File: src/rtl/race_turn_controller.sv
// Two-player board race turn sequencer: accepts colour rolls, animates moves one square per STEP_TICKS cycles.
// Optional macro RACE_EXACT_FINISH_EN rejects rolls that would overshoot the finish square.
module race_turn_controller #(
  parameter int BOARD_LEN  = 16,
  parameter int STEP_TICKS = 25_000_000,
  parameter int PW         = $clog2(BOARD_LEN)
) (
  input  logic          clk,
  input  logic          reset,
  input  logic          start_game,
  input  logic          result_ready,
  input  logic [1:0]    movement_steps,
  output logic [PW-1:0] pos_p0,
  output logic [PW-1:0] pos_p1,
  output logic          cur_player,
  output logic          busy,
  output logic          step_pulse,
  output logic          game_over,
  output logic          winner
);

  localparam int TW = (STEP_TICKS > 1) ? $clog2(STEP_TICKS) : 1;
  localparam logic [PW-1:0] LAST_SQ   = PW'(BOARD_LEN - 1);
  localparam logic [TW-1:0] TICK_LAST = TW'(STEP_TICKS - 1);

  typedef enum logic [2:0] {IDLE, WAIT_ROLL, MOVE, NEXT, DONE} state_t;

  state_t        state_q, state_d;
  logic [PW-1:0] pos0_q, pos0_d;
  logic [PW-1:0] pos1_q, pos1_d;
  logic          cur_q, cur_d;
  logic [TW-1:0] tick_q, tick_d;
  logic [1:0]    rem_q, rem_d;
  logic          start_prev_q, start_prev_d;
  logic          rdy_prev_q, rdy_prev_d;
  logic          busy_q, busy_d;
  logic          step_pulse_q, step_pulse_d;
  logic          game_over_q, game_over_d;
  logic          winner_q, winner_d;

  logic          start_edge;
  logic          roll_edge;
  logic          roll_fits;
  logic [PW-1:0] cur_pos;
  logic [PW-1:0] next_pos;

  assign start_edge = start_game & ~start_prev_q;
  assign roll_edge  = result_ready & ~rdy_prev_q;
  assign cur_pos    = cur_q ? pos1_q : pos0_q;
  assign next_pos   = (cur_pos == LAST_SQ) ? cur_pos : cur_pos + 1'b1;

`ifdef RACE_EXACT_FINISH_EN
  logic [PW+1:0] roll_sum;
  assign roll_sum  = (PW+2)'(cur_pos) + (PW+2)'(movement_steps);
  assign roll_fits = (roll_sum <= (PW+2)'(BOARD_LEN - 1));
`else
  assign roll_fits = 1'b1;
`endif

  // A start edge overrides everything else, including a simultaneous roll edge.
  always_comb begin
    state_d      = state_q;
    pos0_d       = pos0_q;
    pos1_d       = pos1_q;
    cur_d        = cur_q;
    tick_d       = tick_q;
    rem_d        = rem_q;
    game_over_d  = game_over_q;
    winner_d     = winner_q;
    step_pulse_d = 1'b0;
    start_prev_d = start_game;
    rdy_prev_d   = result_ready;

    if (start_edge) begin
      state_d     = WAIT_ROLL;
      pos0_d      = '0;
      pos1_d      = '0;
      cur_d       = 1'b0;
      tick_d      = '0;
      rem_d       = '0;
      game_over_d = 1'b0;
      winner_d    = 1'b0;
    end else begin
      case (state_q)
        IDLE: ;
        WAIT_ROLL: begin
          if (roll_edge && (movement_steps != 2'd0) && roll_fits) begin
            rem_d   = movement_steps;
            tick_d  = '0;
            state_d = MOVE;
          end
        end
        MOVE: begin
          if (tick_q == TICK_LAST) begin
            tick_d       = '0;
            step_pulse_d = 1'b1;
            rem_d        = rem_q - 2'd1;
            if (cur_q) pos1_d = next_pos;
            else       pos0_d = next_pos;
            // Reaching the finish ends the game even with steps left over.
            if (next_pos == LAST_SQ) begin
              state_d     = DONE;
              rem_d       = '0;
              game_over_d = 1'b1;
              winner_d    = cur_q;
            end else if (rem_q == 2'd1) begin
              state_d = NEXT;
            end
          end else begin
            tick_d = tick_q + 1'b1;
          end
        end
        NEXT: begin
          cur_d   = ~cur_q;
          state_d = WAIT_ROLL;
        end
        DONE: ;
        default: state_d = IDLE;
      endcase
    end

    busy_d = (state_d == MOVE);
  end

  always_ff @(posedge clk) begin
    if (!reset) begin
      state_q      <= IDLE;
      pos0_q       <= '0;
      pos1_q       <= '0;
      cur_q        <= 1'b0;
      tick_q       <= '0;
      rem_q        <= '0;
      start_prev_q <= 1'b0;
      rdy_prev_q   <= 1'b0;
      busy_q       <= 1'b0;
      step_pulse_q <= 1'b0;
      game_over_q  <= 1'b0;
      winner_q     <= 1'b0;
    end else begin
      state_q      <= state_d;
      pos0_q       <= pos0_d;
      pos1_q       <= pos1_d;
      cur_q        <= cur_d;
      tick_q       <= tick_d;
      rem_q        <= rem_d;
      start_prev_q <= start_prev_d;
      rdy_prev_q   <= rdy_prev_d;
      busy_q       <= busy_d;
      step_pulse_q <= step_pulse_d;
      game_over_q  <= game_over_d;
      winner_q     <= winner_d;
    end
  end

  assign pos_p0     = pos0_q;
  assign pos_p1     = pos1_q;
  assign cur_player = cur_q;
  assign busy       = busy_q;
  assign step_pulse = step_pulse_q;
  assign game_over  = game_over_q;
  assign winner     = winner_q;

endmodule
File: config.mk
export PLATFORM = sky130hd
export DESIGN_NAME = race_turn_controller
export DESIGN_NICKNAME = d
export VERILOG_FILES = /design/src/rtl/race_turn_controller.sv
export SDC_FILE = /design/constraint.sdc
export NUM_CORES = 1
export LEC_CHECK = 0
export CAP_MARGIN = 20
export CORE_MARGIN = 3
export CORE_UTILIZATION = 62
export CTS_CLUSTER_SIZE = 10
export DETAILED_ROUTE_END_ITERATION = 8
export GPL_ROUTABILITY_DRIVEN = 0
export MAX_ROUTING_LAYER = met4
export PLACE_DENSITY = 0.84
export SYNTH_ARGS = -nofsm -noshare
export SYNTH_HDL_FRONTEND = slang
export SYNTH_SLANG_ARGS = --single-unit
File: constraint.sdc
create_clock -name clk -period 5.8 [get_ports clk]
set_clock_uncertainty 0.15 [all_clocks]
set_input_delay 1.16 -clock clk [delete_from_list [all_inputs] [get_ports clk]]
set_output_delay 1.16 -clock clk [all_outputs]
set_load 0.03 [all_outputs]
==> results.txt <==
DRT Wirelength -> 5000 um
Post-synth EDFFs -> 0
Post-DP Area -> 2640 um2
Chip Height -> 69.0 um
Status -> complete, no violations
Final setup fails -> 0
Clock root buffer -> clkbuf_8
Yosys reg bits -> 45
Post_cts resized -> 0
Total Die Area -> 4760 um2
Syn nets -> 294
Final WS setup -> 2660 ps
Syn Area/Cell -> 8.63 um2
Critical path cell sequence -> clkdlybuf4s50_1
Post-Syn Area -> 2460 um2
Synth top cells by count -> dfxtp_1 (45), a21oi_1 (19), nand3_1 (19)
Max Freq -> 0.319 GHz
Post-synth ARST share -> 0%
Clock Latency Late Sink -> 290 ps
Initial Util -> 65.7%
DRC errors left -> 0
Area growth syn-to-layout -> 10.7%
DRT Pass-1 Iters -> 4
DR vias -> 2107
Overall fraction of global-route tracks in use -> 23.7%
Yosys warns -> 0
Antenna fix cells -> 0
FF-to-FF Start -> cur_player$_SDFFE_PP0N_
CP Class -> reg -> out
Gr ovfl total -> 0
Worst path max stage delay -> 790 ps
Share of cells above drive strength 1 -> 7.72%
Pre-CTS setup slack -> 2460 ps
Hold Path Class -> reg -> reg
Req. time, crit path -> 4490 ps
TritonCTS clock tree -> built
Master of the slowest instance on the critical path -> clkdlybuf4s50_1
Critical path depth -> 1
Detailed Place HPWL -> 3560 um
Max Cap Viol -> 0
Final Cell Area -> 2720 um2
Hold depth -> 2
Io pins -> 19
H-tree Lvls -> 2
Synth top area share -> 36.6%
Setup Fix Bufs, Post-CTS -> 0
Final max-slew violation count -> 0
Final net count -> 307
Family with the most delay on the worst path -> buffers and inverters
CP Max Fanout -> 15
First-pass GRT wire length -> 8380 um
Worst path bufs/invs -> 1
Setup TNS -> 0 ps
CP endpoint kind -> primary output
Type of origin of the critical path -> flip-flop
R2R depth -> 7
# hold bufs at CTS -> 0
Leakage dissipation -> 0.973 nW
Final min period -> 3140 ps
Drt via density -> 6.09
Worst Setup SP -> cur_player$_SDFFE_PP0N_
Port Buf Inserts -> 18
TritonCTS Sinks -> 45
PnR Total Power -> 0.539 mW
FP Rows -> 22
Count leader, synth -> dfxtp_1
Remaining antenna violation count after routing -> 0
CTS buffer count -> 5
Synth Instances -> 285
Largest net degree at the start of global routing -> 23
Initial DRC Count -> 211
R2R setup slack -> 3060 ps
Synth Flop Type -> dfxtp_1
Reg-to-reg endpoint -> busy$_SDFF_PN0_
Initial antenna violation count -> 0
Worst-case vdd ir drop -> 0.206 mV
Worst slew margin -> 56.7%
Slew at the pin with the worst max-slew slack -> 648 ps
Crit path DAT -> 1830 ps
Endpoints failing hold -> 0
Cell taking the most area after synthesis -> dfxtp_1
Number of global-route vias before repair -> 1862
Setup crit end -> cur_player
Die width -> 69.0 um
Synth top area cells -> dfxtp_1 (37%), a21oi_1 (3.9%), nand3_1 (3.9%)
RSZ-0062 raised after global routing -> no
Pwr Density -> 198 nW/um2
Post-synthesis sequential area ratio -> 36.6%
WL/cell -> 14.4 um
Core area -> 3740 um2
Clk slew on worst S/H paths -> 80 ps
Clk buf depth -> 2
Final Cycle Share -> 54.1%
Yosys cell types -> 61
[how the worst min path moves through the flow]
stage | slack (ps) | endpoint | startpoint
after floorplan | 280 | tick_q[21]$_SDFFE_PP0P_ | tick_q[21]$_SDFFE_PP0P_
after global placement | 300 | winner$_SDFFE_PP0P_ | winner$_SDFFE_PP0P_
after detailed placement | 300 | tick_q[21]$_SDFFE_PP0P_ | tick_q[21]$_SDFFE_PP0P_
after CTS | 310 | tick_q[21]$_SDFFE_PP0P_ | tick_q[21]$_SDFFE_PP0P_
after global routing | 330 | tick_q[21]$_SDFFE_PP0P_ | tick_q[21]$_SDFFE_PP0P_
final | 310 | winner$_SDFFE_PP0P_ | winner$_SDFFE_PP0P_
[logic make-up (layout without fill, tap and decap cells)]
family	after synthesis	count (layout)	share of synthesized area, %
flip-flops	45	45	36.6
buffers and inverters	28	41	5.34
AND/OR/NAND/NOR	122	122	31.5
AO/OA/AOI/OAI	72	72	19.0
XOR/XNOR	4	4	1.42
multiplexers	11	11	4.58
adder cells (fa/ha/maj)	3	3	1.53
[cell usage in the layout, fill, tap and decap left out, types with 3 or more instances in the layout]
master	instances
a21oi_1	19
a311oi_1	3
a31oi_1	11
and2_1	9
and3_1	5
and4_1	3
clkbuf_8	6
clkdlybuf4s50_1	18
dfxtp_1	45
ha_1	3
inv_1	14
mux2i_1	9
nand2_1	18
nand2b_1	5
nand3_1	19
nand4_1	7
nor2_1	17
nor3_1	5
nor4_4	4
o21ai_0	13
o21ai_1	3
or3_1	9
[cell type report]
type / instances / area, um2
Inverter: 14 / 52.6
Multi-Input combinational cell: 212 / 1430
Clock buffer: 7 / 86.3
Sequential cell: 45 / 901
Timing Repair Buffer: 20 / 195
Fill cell: 300 / 1020
Tap cell: 48 / 60.1
[flip-flops by register name, summed over array words and instances, names as in the netlist]
name	cells
pos_p1	4
pos_p0	4
step_pulse	1
state_q	3
busy	1
cur_player	1
start_prev_q	1
tick_q	25
rdy_prev_q	1
winner	1
rem_q	2
game_over	1
[metrics by stage]
stage	utilization (%)	instances	hold WS [ps]
2_1_floorplan	-	285	277
3_3_place_gp	70.4	339	296
3_5_place_dp	70.4	339	298
4_1_cts	72.7	346	312
5_1_grt	72.7	346	335
6_report	72.7	346	313
[routing by layer]
metal / track usage (%) / up-vias / routed length (um)
met5: - / - / 0
met4: 5.84 / 0 / 43
met3: 4.86 / 5 / 218
met2: 36.5 / 43 / 2300
met1: 31.8 / 979 / 2440
li1: - / 1080 / -
[power breakdown]
part | internal (mW) | total [mW] | switching [mW]
Sequential | 0.312 | 0.315 | 0.00282
Clock | 0.0946 | 0.194 | 0.0989
Combinational | 0.0127 | 0.0305 | 0.0179
Power figures use the tool's default switching activity.
